### src/rtl/t03_alu_ctrl_decode_if.sv
// Decode-stage bus: fetch-side valid/ready transfer in, decoded ALU controls out.
// master = the decode stage, slave = the surrounding fetch/execute pipeline.
interface t03_alu_ctrl_decode_if #(
  parameter int unsigned XLEN = 32
);
  logic            in_valid;
  logic            in_ready;
  logic [31:0]     instr;
  logic [XLEN-1:0] pc_in;

  logic            out_valid;
  logic            out_ready;
  logic [3:0]      alu_control;
  logic            alu_src;
  logic            auipc;
  logic            lui;
  logic [XLEN-1:0] immediate;
  logic [XLEN-1:0] pc_out;
  logic [4:0]      rs1;
  logic [4:0]      rs2;
  logic [4:0]      rd;
  logic            reg_write;
  logic            is_branch;
  logic            illegal;

  modport master (
    input  in_valid, instr, pc_in, out_ready,
    output in_ready, out_valid, alu_control, alu_src, auipc, lui,
           immediate, pc_out, rs1, rs2, rd, reg_write, is_branch, illegal
  );

  modport slave (
    output in_valid, instr, pc_in, out_ready,
    input  in_ready, out_valid, alu_control, alu_src, auipc, lui,
           immediate, pc_out, rs1, rs2, rd, reg_write, is_branch, illegal
  );
endinterface

### src/rtl/t03_alu_ctrl_decode.sv
// RV32I decode-to-execute stage: decodes one instruction into ALU operation and
// operand-select controls, held in a single-entry registered slot with backpressure.
module t03_alu_ctrl_decode #(
  parameter int unsigned XLEN = 32
) (
  input  logic                   clk,
  input  logic                   nrst,
  input  logic                   flush,
  t03_alu_ctrl_decode_if.master  bus
);

  typedef enum logic [6:0] {
    OPC_OP     = 7'b0110011,
    OPC_OP_IMM = 7'b0010011,
    OPC_LOAD   = 7'b0000011,
    OPC_JALR   = 7'b1100111,
    OPC_STORE  = 7'b0100011,
    OPC_BRANCH = 7'b1100011,
    OPC_LUI    = 7'b0110111,
    OPC_AUIPC  = 7'b0010111,
    OPC_JAL    = 7'b1101111
  } opcode_e;

  typedef enum logic [3:0] {
    ALU_ADD  = 4'b0000,
    ALU_SLL  = 4'b0001,
    ALU_SLT  = 4'b0010,
    ALU_SLTU = 4'b0011,
    ALU_XOR  = 4'b0100,
    ALU_SRL  = 4'b0101,
    ALU_OR   = 4'b0110,
    ALU_AND  = 4'b0111,
    ALU_SUB  = 4'b1000,
    ALU_SRA  = 4'b1101
  } alu_op_e;

  localparam logic [6:0] F7_BASE = 7'b0000000;
  localparam logic [6:0] F7_ALT  = 7'b0100000;

  logic [31:0] ins;
  opcode_e     opc;
  logic [2:0]  funct3;
  logic [6:0]  funct7;

  assign ins    = bus.instr;
  assign opc    = opcode_e'(ins[6:0]);
  assign funct3 = ins[14:12];
  assign funct7 = ins[31:25];

  logic [31:0] imm_i, imm_s, imm_b, imm_u, imm_j, imm_shamt;

  assign imm_i     = {{20{ins[31]}}, ins[31:20]};
  assign imm_s     = {{20{ins[31]}}, ins[31:25], ins[11:7]};
  assign imm_b     = {{19{ins[31]}}, ins[31], ins[7], ins[30:25], ins[11:8], 1'b0};
  assign imm_u     = {ins[31:12], 12'b0};
  assign imm_j     = {{11{ins[31]}}, ins[31], ins[19:12], ins[20], ins[30:21], 1'b0};
  assign imm_shamt = {27'b0, ins[24:20]};

  logic [3:0]  d_alu;
  logic        d_src;
  logic        d_auipc;
  logic        d_lui;
  logic [31:0] d_imm;
  logic        d_write;
  logic        d_branch;
  logic        d_illegal;

  // Any illegal encoding also suppresses reg_write so a trapped instruction never writes rd.
  always_comb begin
    d_alu     = ALU_ADD;
    d_src     = 1'b0;
    d_auipc   = 1'b0;
    d_lui     = 1'b0;
    d_imm     = '0;
    d_write   = 1'b0;
    d_branch  = 1'b0;
    d_illegal = 1'b0;
    case (opc)
      OPC_OP: begin
        d_alu   = {funct7[5], funct3};
        d_write = 1'b1;
        if (!(funct7 == F7_BASE ||
              (funct7 == F7_ALT && (funct3 == 3'b000 || funct3 == 3'b101)))) begin
          d_illegal = 1'b1;
        end
      end
      OPC_OP_IMM: begin
        d_alu   = {1'b0, funct3};
        d_src   = 1'b1;
        d_write = 1'b1;
        d_imm   = imm_i;
        if (funct3 == 3'b001) begin
          d_imm = imm_shamt;
          if (funct7 != F7_BASE) d_illegal = 1'b1;
        end else if (funct3 == 3'b101) begin
          d_imm = imm_shamt;
          if (funct7 == F7_ALT) d_alu = ALU_SRA;
          else if (funct7 != F7_BASE) d_illegal = 1'b1;
        end
      end
      OPC_LOAD, OPC_JALR: begin
        d_src   = 1'b1;
        d_imm   = imm_i;
        d_write = 1'b1;
      end
      OPC_STORE: begin
        d_src = 1'b1;
        d_imm = imm_s;
      end
      OPC_BRANCH: begin
        d_branch = 1'b1;
        d_imm    = imm_b;
        case (funct3[2:1])
          2'b00:   d_alu = ALU_SUB;
          2'b10:   d_alu = ALU_SLT;
          2'b11:   d_alu = ALU_SLTU;
          default: d_illegal = 1'b1;
        endcase
      end
      OPC_LUI: begin
        d_lui   = 1'b1;
        d_src   = 1'b1;
        d_imm   = imm_u;
        d_write = 1'b1;
      end
      OPC_AUIPC: begin
        d_auipc = 1'b1;
        d_src   = 1'b1;
        d_imm   = imm_u;
        d_write = 1'b1;
      end
      OPC_JAL: begin
        d_auipc = 1'b1;
        d_src   = 1'b1;
        d_imm   = imm_j;
        d_write = 1'b1;
      end
      default: d_illegal = 1'b1;
    endcase
    if (d_illegal) d_write = 1'b0;
  end

  logic            valid_q;
  logic [3:0]      alu_q;
  logic            src_q;
  logic            auipc_q;
  logic            lui_q;
  logic [XLEN-1:0] imm_q;
  logic [XLEN-1:0] pc_q;
  logic [4:0]      rs1_q, rs2_q, rd_q;
  logic            write_q;
  logic            branch_q;
  logic            illegal_q;
  logic            ready;
  logic            capture;

  assign ready   = !valid_q || bus.out_ready;
  assign capture = bus.in_valid && ready && !flush;

  always_ff @(posedge clk or negedge nrst) begin
    if (!nrst) begin
      valid_q   <= 1'b0;
      alu_q     <= '0;
      src_q     <= 1'b0;
      auipc_q   <= 1'b0;
      lui_q     <= 1'b0;
      imm_q     <= '0;
      pc_q      <= '0;
      rs1_q     <= '0;
      rs2_q     <= '0;
      rd_q      <= '0;
      write_q   <= 1'b0;
      branch_q  <= 1'b0;
      illegal_q <= 1'b0;
    end else if (flush) begin
      valid_q <= 1'b0;
    end else if (capture) begin
      valid_q   <= 1'b1;
      alu_q     <= d_alu;
      src_q     <= d_src;
      auipc_q   <= d_auipc;
      lui_q     <= d_lui;
      imm_q     <= d_imm;
      pc_q      <= bus.pc_in;
      rs1_q     <= ins[19:15];
      rs2_q     <= ins[24:20];
      rd_q      <= ins[11:7];
      write_q   <= d_write;
      branch_q  <= d_branch;
      illegal_q <= d_illegal;
    end else if (bus.out_ready) begin
      valid_q <= 1'b0;
    end
  end

  assign bus.in_ready    = ready;
  assign bus.out_valid   = valid_q;
  assign bus.alu_control = alu_q;
  assign bus.alu_src     = src_q;
  assign bus.auipc       = auipc_q;
  assign bus.lui         = lui_q;
  assign bus.immediate   = imm_q;
  assign bus.pc_out      = pc_q;
  assign bus.rs1         = rs1_q;
  assign bus.rs2         = rs2_q;
  assign bus.rd          = rd_q;
  assign bus.reg_write   = write_q;
  assign bus.is_branch   = branch_q;
  assign bus.illegal     = illegal_q;

endmodule
### src/flat_wrapper.sv
// flat-port wrapper written by rule: the top's interface ports become plain ports
module t03_alu_ctrl_decode_flat 
#(
  parameter int unsigned XLEN = 32
)
  (clk, nrst, flush, bus_in_valid, bus_instr, bus_pc_in, bus_out_ready, bus_in_ready, bus_out_valid, bus_alu_control, bus_alu_src, bus_auipc, bus_lui, bus_immediate, bus_pc_out, bus_rs1, bus_rs2, bus_rd, bus_reg_write, bus_is_branch, bus_illegal);
  t03_alu_ctrl_decode_if #(.XLEN(XLEN)) bus_i ();
  input  logic clk;
  input  logic nrst;
  input  logic flush;
  input wire logic [$bits(bus_i.in_valid)-1:0] bus_in_valid;
  input wire logic [$bits(bus_i.instr)-1:0] bus_instr;
  input wire logic [$bits(bus_i.pc_in)-1:0] bus_pc_in;
  input wire logic [$bits(bus_i.out_ready)-1:0] bus_out_ready;
  output wire logic [$bits(bus_i.in_ready)-1:0] bus_in_ready;
  output wire logic [$bits(bus_i.out_valid)-1:0] bus_out_valid;
  output wire logic [$bits(bus_i.alu_control)-1:0] bus_alu_control;
  output wire logic [$bits(bus_i.alu_src)-1:0] bus_alu_src;
  output wire logic [$bits(bus_i.auipc)-1:0] bus_auipc;
  output wire logic [$bits(bus_i.lui)-1:0] bus_lui;
  output wire logic [$bits(bus_i.immediate)-1:0] bus_immediate;
  output wire logic [$bits(bus_i.pc_out)-1:0] bus_pc_out;
  output wire logic [$bits(bus_i.rs1)-1:0] bus_rs1;
  output wire logic [$bits(bus_i.rs2)-1:0] bus_rs2;
  output wire logic [$bits(bus_i.rd)-1:0] bus_rd;
  output wire logic [$bits(bus_i.reg_write)-1:0] bus_reg_write;
  output wire logic [$bits(bus_i.is_branch)-1:0] bus_is_branch;
  output wire logic [$bits(bus_i.illegal)-1:0] bus_illegal;
  assign bus_i.in_valid = bus_in_valid;
  assign bus_i.instr = bus_instr;
  assign bus_i.pc_in = bus_pc_in;
  assign bus_i.out_ready = bus_out_ready;
  assign bus_in_ready = bus_i.in_ready;
  assign bus_out_valid = bus_i.out_valid;
  assign bus_alu_control = bus_i.alu_control;
  assign bus_alu_src = bus_i.alu_src;
  assign bus_auipc = bus_i.auipc;
  assign bus_lui = bus_i.lui;
  assign bus_immediate = bus_i.immediate;
  assign bus_pc_out = bus_i.pc_out;
  assign bus_rs1 = bus_i.rs1;
  assign bus_rs2 = bus_i.rs2;
  assign bus_rd = bus_i.rd;
  assign bus_reg_write = bus_i.reg_write;
  assign bus_is_branch = bus_i.is_branch;
  assign bus_illegal = bus_i.illegal;
  t03_alu_ctrl_decode #(.XLEN(XLEN)) u_core (.clk(clk), .nrst(nrst), .flush(flush), .bus(bus_i));
endmodule
### config.mk
export PLATFORM = sky130hd
export DESIGN_NAME = t03_alu_ctrl_decode_flat
export DESIGN_NICKNAME = d
export VERILOG_FILES = /design/src/rtl/t03_alu_ctrl_decode_if.sv /design/src/rtl/t03_alu_ctrl_decode.sv /design/src/flat_wrapper.sv
export SDC_FILE = /design/constraint.sdc
export NUM_CORES = 1
export LEC_CHECK = 0
export CORE_ASPECT_RATIO = 0.9
export CORE_MARGIN = 3
export CORE_UTILIZATION = 43
export CTS_BUF_LIST = sky130_fd_sc_hd__clkbuf_8 sky130_fd_sc_hd__clkbuf_16
export CTS_CLUSTER_SIZE = 8
export DETAILED_ROUTE_END_ITERATION = 8
export HOLD_SLACK_MARGIN = 0.05
export PLACE_DENSITY = 0.8
export SYNTH_ARGS = -nofsm -noshare
export SYNTH_HDL_FRONTEND = slang
export SYNTH_SLANG_ARGS = --single-unit
### constraint.sdc
create_clock -name clk -period 1.8 [get_ports clk]
set_input_delay 0.18 -clock clk [delete_from_list [all_inputs] [get_ports clk]]
set_output_delay 0.18 -clock clk [all_outputs]
set_load 0.02 [all_outputs]
-- Word level (Yosys, flattened, before mapping)
Cells that the tools add are included.
- flip-flop bits (word level): 90
- bits of input ports: 69
- output and inout port bits: 91
- equal/unequal tests: 14
- multiplexer cells: 24
- bitwise logic cells: 1
- reduce and logical (&&, ||, !) cells: 21
- operator list (operator ; number):
    32-bit one-hot mux with 6 select lines ; 1
    32-bit two-way mux ; 2
    7-bit by 6-bit == test with 1-bit output, second input constant ; 4
    4-bit one-hot mux with 3 select lines ; 2
    7-bit == test, second input constant ; 3
    1-bit two-way mux ; 15
    7-bit by 5-bit == test with 1-bit output, second input constant ; 2
    7-bit OR reduction ; 2
    4-bit two-way mux ; 3
    7-bit by 2-bit == test with 1-bit output, second input constant ; 1
    7-bit logical NOT ; 1
    7-bit nonzero test ; 1
    2-bit OR reduction ; 3
    6-bit OR reduction ; 1
    2-bit == test, second input constant ; 2
    1-bit one-hot mux with 4 select lines ; 1
    3-bit by 1-bit == test with 1-bit output, second input constant ; 1
    3-bit == test, second input constant ; 1
    1-bit logical AND ; 3
    3-bit logical NOT ; 1
    1-bit logical OR ; 3
    3-bit nonzero test ; 1
    3-bit OR reduction ; 1
    1-bit logical NOT ; 2
    3 further kinds ; 3

-- Depth between registers and ports, before layout
- depth in word-level cells: 7
- gate-level depth with buffers: 7
- depth with buffers taken out: 6

-- Worst setup path after synthesis
No wires, ideal clock.
- kind: register to register
- from: register u_core.valid_q (netlist: u_core.bus.out_valid)
- to: register u_core.pc_q[25] (netlist: u_core.bus.pc_out[25])
- setup time: 0.065 ns
- arrival time: 1.645 ns
- setup slack: 0.090 ns
- cell stages (with the launch flop): 8
- period minus slack after synthesis: 1.710 ns
- cell sequence: dfrtp_1 -> nor2b_1 -> inv_1 -> nand3b_1 -> clkbuf_1 -> clkbuf_1 -> nand2_1 -> nand2_1
- word-level cells in the longest chain between the ends: 5
- ends and longest elaborated chain (item ; RTL line ; RTL):
    start, declared ; t03_alu_ctrl_decode.sv:143 ; logic valid_q;
    start signal, assigned ; t03_alu_ctrl_decode.sv:162 ; valid_q <= 1'b0;
    start signal, assigned ; t03_alu_ctrl_decode.sv:176 ; valid_q <= 1'b0;
    start signal, assigned ; t03_alu_ctrl_decode.sv:178 ; valid_q <= 1'b1;
    1-bit logical NOT ; t03_alu_ctrl_decode.sv:157 ; assign ready = !valid_q || bus.out_ready;
    1-bit logical OR ; t03_alu_ctrl_decode.sv:157 ;
    net bus_in_ready ; flat_wrapper.sv:15 ; output wire logic [$bits(bus_i.in_ready)-1:0] bus_in_ready;
    1-bit logical AND (2 in a row) ; t03_alu_ctrl_decode.sv:158 ; assign capture = bus.in_valid && ready && !flush;
    2-bit AND reduction (no source line) ; - ;
    end signal, assigned ; t03_alu_ctrl_decode.sv:184 ; pc_q <= bus.pc_in;
    end, declared ; t03_alu_ctrl_decode.sv:149 ; logic [XLEN-1:0] pc_q;
The timed path passes the listed nets, and every way through them passes these cells.
A chain may end at the register's enable or synchronous reset.

-- Final worst setup path
- from: input port bus_instr[4]
- to: register u_core.write_q (netlist: u_core.bus.reg_write)
- word-level cells in the longest chain between the ends: 4
- elaborated cells between the ends (all ways): 14
- those cells by class: eq/ne: 9; mux: 3; reduce/logical: 2
- ends and longest elaborated chain (item ; RTL line ; RTL):
    start, declared ; flat_wrapper.sv:12 ; input wire logic [$bits(bus_i.instr)-1:0] bus_instr;
    7-bit by 2-bit == test with 1-bit output, or another cell as far along ; t03_alu_ctrl_decode.sv:78 ; case (opc)
    6-bit OR reduction (no source line) / 7-bit OR reduction (equally long branches) ; - ;
    1-bit one-hot mux with 4 select lines / 1-bit two-way mux (equally long branches) ; t03_alu_ctrl_decode.sv:78 ;
    1-bit two-way mux (*) ; t03_alu_ctrl_decode.sv:140 ; if (d_illegal) d_write = 1'b0;
    end signal, assigned ; t03_alu_ctrl_decode.sv:188 ; write_q <= d_write;
    end, declared ; t03_alu_ctrl_decode.sv:151 ; logic write_q;
Every way passes the cells marked *; elsewhere a longest branch is shown, timed or not.

==> results.sh <==
export IMPL_fin_setup_tns_ps=0
export IMPL_crit_fanout=3
export IMPL_post_route_min_period_ps=1730
export IMPL_slew_headroom=0.646
export IMPL_start_util=0.452
export IMPL_clk_pin_slew_ps=90
export IMPL_area_growth_pct=58.2
export IMPL_slowest_stage="clkdlybuf4s50_1"
export IMPL_ys_ff_latch=90
export IMPL_stdcell_count=768
export IMPL_met3_usage=0.0787
export IMPL_nets=714
export IMPL_p_total_w=0.00504
export IMPL_wl_per_cell_um=15.7
export IMPL_skew_ps=6.89
export IMPL_vias_per_cell=5.09
export IMPL_ir_drop_mv=0.495
export IMPL_cap_violations=0
export IMPL_placement_io_buffers=159
export IMPL_finalSetupViolCount=0
export IMPL_start_kind="input port"
export IMPL_die_x_um=107
export IMPL_num_vias=3911
export IMPL_dr_pass1_iters=4
export IMPL_post_route_period_util=0.962
export IMPL_grt_pass1_wl_um=20100
export IMPL_fillCellCount=691
export IMPL_n_antenna_cell=0
export IMPL_drcViolationCount=0
export IMPL_drt_iter0_drc=273
export IMPL_grtUsageMet2=0.379
export IMPL_grt_pass1_vias=4002
export IMPL_ys_flop_type="dfrtp_1"
export IMPL_htreeDepth=3
export IMPL_layout_common_cells="nand2_1, clkdlybuf4s50_1, dfrtp_1"
export IMPL_die_y_um=97.0
export IMPL_cp_data_required_time_ps=2050
export IMPL_dp_hpwl_um=8950
export IMPL_tightest_slew_ps=531
export IMPL_syn_cell_area_sq_um=3960
export IMPL_cts_tree="built"
export IMPL_async_flop_share=1.00
export IMPL_gp_congestion=0.926
export IMPL_use_met1=0.328
export IMPL_hold_violations=0
export IMPL_fin_hold_ws_ps=336
export IMPL_ys_seq_area_frac=0.569
export IMPL_arrival_ps=1980
export IMPL_io_pins=160
export IMPL_cts_sinks=90
export IMPL_final_layout_size_suffix_gt1_frac=0.128
export IMPL_clockBufferDepth=2
export IMPL_r2r_slack_ps=100
export IMPL_hold_path_class="in2reg"
export IMPL_drt_wl_total_um=12100
export IMPL_ant_nets=0
export IMPL_timing_fmax_ghz=0.578
export IMPL_synth_net_count=515
export IMPL_cts_buffers=9
export IMPL_syn_inst=446
export IMPL_worstPathCellList="clkdlybuf4s50_1 -> or3b_4 -> nor3_4 -> nand2_1 -> or3_1 -> a32o_1"
export IMPL_antenna_found_initial=0
export IMPL_worst_setup_path_type="in2reg"
export IMPL_die_area_sq_um=10400
export IMPL_power_density_nw_per_um2=804
export IMPL_top_usage_layer="met2"
export IMPL_rows=32
export IMPL_cp_end_kind="flip-flop"
export IMPL_ys_types=40
export IMPL_root_buffer="clkbuf_8"
export IMPL_max_stage_delay_ps=500
export IMPL_dp_cells=750
export IMPL_core_area_sq_um=8770
export IMPL_grt_ovfl_total=0
export IMPL_slew_violations=0
export IMPL_synth_edf_count=0
export IMPL_layout_commonest_cell="nand2_1"
export IMPL_grt_max_degree=91
export IMPL_yosysWarnings=0
export IMPL_p_leak_nw=2.93
export IMPL_grt_usage=0.240
export IMPL_syn_avg_cell_area_sq_um=8.88
export IMPL_status="finished clean"
export IMPL_rsz0062_at_grt="yes"
export IMPL_clk_insertion_delay_late_ps=350
## final cells by class
cell class                      instances  area, sq um  share of cell area
Sequential cell                        90         2250               0.359
Timing Repair Buffer                  216         2040               0.325
Multi-Input combinational cell        325         1620               0.258
Tap cell                              119          149              0.0238
Clock buffer                           10          138              0.0220
Clock inverter                          5         62.6             0.00998
Inverter                                3         11.3             0.00180
## what timing repair did
item,4_1_cts,5_1_grt
pin swaps,0,0
hold buffers,1,0
gates resized for setup,3,6
hold endpoints to repair,90,0
endpoints found under the setup margin,12,19
setup buffers,0,2
## worst max-delay path, delay by kind of cell
family / cells / cell delay [ps]
AND/OR/NAND/NOR: 4 / 1030
buffers and inverters: 1 / 500
AO/OA/AOI/OAI: 1 / 270
## power breakdown
group / switching [W] / internal (W)
logic: 0.000667 / 0.000643
registers: 0.000107 / 0.00221
clock network: 0.000729 / 0.000680
## worst paths after layout
| check | startpoint | to | cells past startpoint |
|---|---|---|---|
| worst max-delay path | bus_instr[4] | u_core.bus.reg_write$_DFFE_PN0P_ | 6 |
| worst min-delay path | bus_pc_in[15] | u_core.bus.pc_out[15]$_DFFE_PN0P_ | 3 |
| worst max register to register | u_core.bus.out_valid$_DFFE_PN0P_ | u_core.bus.auipc$_DFFE_PN0P_ | 7 |
| worst min register to register | u_core.bus.pc_out[3]$_DFFE_PN0P_ | u_core.bus.pc_out[3]$_DFFE_PN0P_ | 2 |
| max in group asynchronous | nrst | u_core.bus.immediate[30]$_DFFE_PN0P_ | 3 |
| min in group asynchronous | nrst | u_core.bus.immediate[27]$_DFFE_PN0P_ | 3 |
## registers in the layout (all words and copies together) (netlist names), 4 cells and up
| name | flops |
|---|---|
| u_core.bus.rd | 5 |
| u_core.bus.immediate | 32 |
| u_core.bus.rs1 | 5 |
| u_core.bus.rs2 | 5 |
| u_core.bus.alu_control | 4 |
| u_core.bus.pc_out | 32 |
## layer usage
layer | routed length [um] | up-vias
met2 | 5590 | 153
li1 | - | 1890
met4 | 72 | 0
met3 | 1040 | 6
met1 | 5360 | 1862
met5 | 0 | -
## cells by family (layout without fill, tap and decap cells)
group,Yosys count,in the layout,synth area share
AO/OA/AOI/OAI,69,69,0.127
AND/OR/NAND/NOR,254,254,0.268
XOR/XNOR,1,1,0.00221
buffers and inverters,31,234,0.0313
multiplexers,1,1,0.00284
flip-flops,90,90,0.569
## synthesized netlist by cell type (all sizes together) (2+ instances only)
| cell type | count | area (sq um) |
|---|---|---|
| nor3b | 3 | 22.5 |
| buf | 8 | 37.5 |
| nand3 | 7 | 35.0 |
| o21a | 2 | 15.0 |
| and3b | 2 | 17.5 |
| o211ai | 2 | 15.0 |
| a221oi | 4 | 35.0 |
| a31oi | 3 | 18.8 |
| a22oi | 19 | 143 |
| a32oi | 4 | 35.0 |
| dfrtp | 90 | 2250 |
| nand4 | 3 | 18.8 |
| o31ai | 3 | 22.5 |
| a32o | 2 | 20.0 |
| o21ai | 7 | 35.0 |
| a21oi | 10 | 53.8 |
| nor2b | 4 | 25.0 |
| nand2 | 200 | 751 |
| nand2b | 2 | 12.5 |
| or3 | 2 | 12.5 |
| nor3 | 3 | 26.3 |
| a211oi | 2 | 15.0 |
| a22o | 7 | 61.3 |
| inv | 3 | 11.3 |
| nor2 | 21 | 78.8 |
| nor4bb | 2 | 20.0 |
| nor4 | 2 | 12.5 |
| clkbuf | 20 | 75.1 |
## stage by stage
stage | instance area, sq um | utilization | worst slack (ps)
5_1_grt | 6270 | 0.715 | -18.3
2_1_floorplan | 3960 | - | 89.7
3_5_place_dp | 6010 | 0.685 | -471
3_3_place_gp | 6010 | 0.685 | -367
4_1_cts | 6220 | 0.710 | 18.6
6_report | 6270 | 0.715 | 68.7
(Power assumes the default switching activity.)
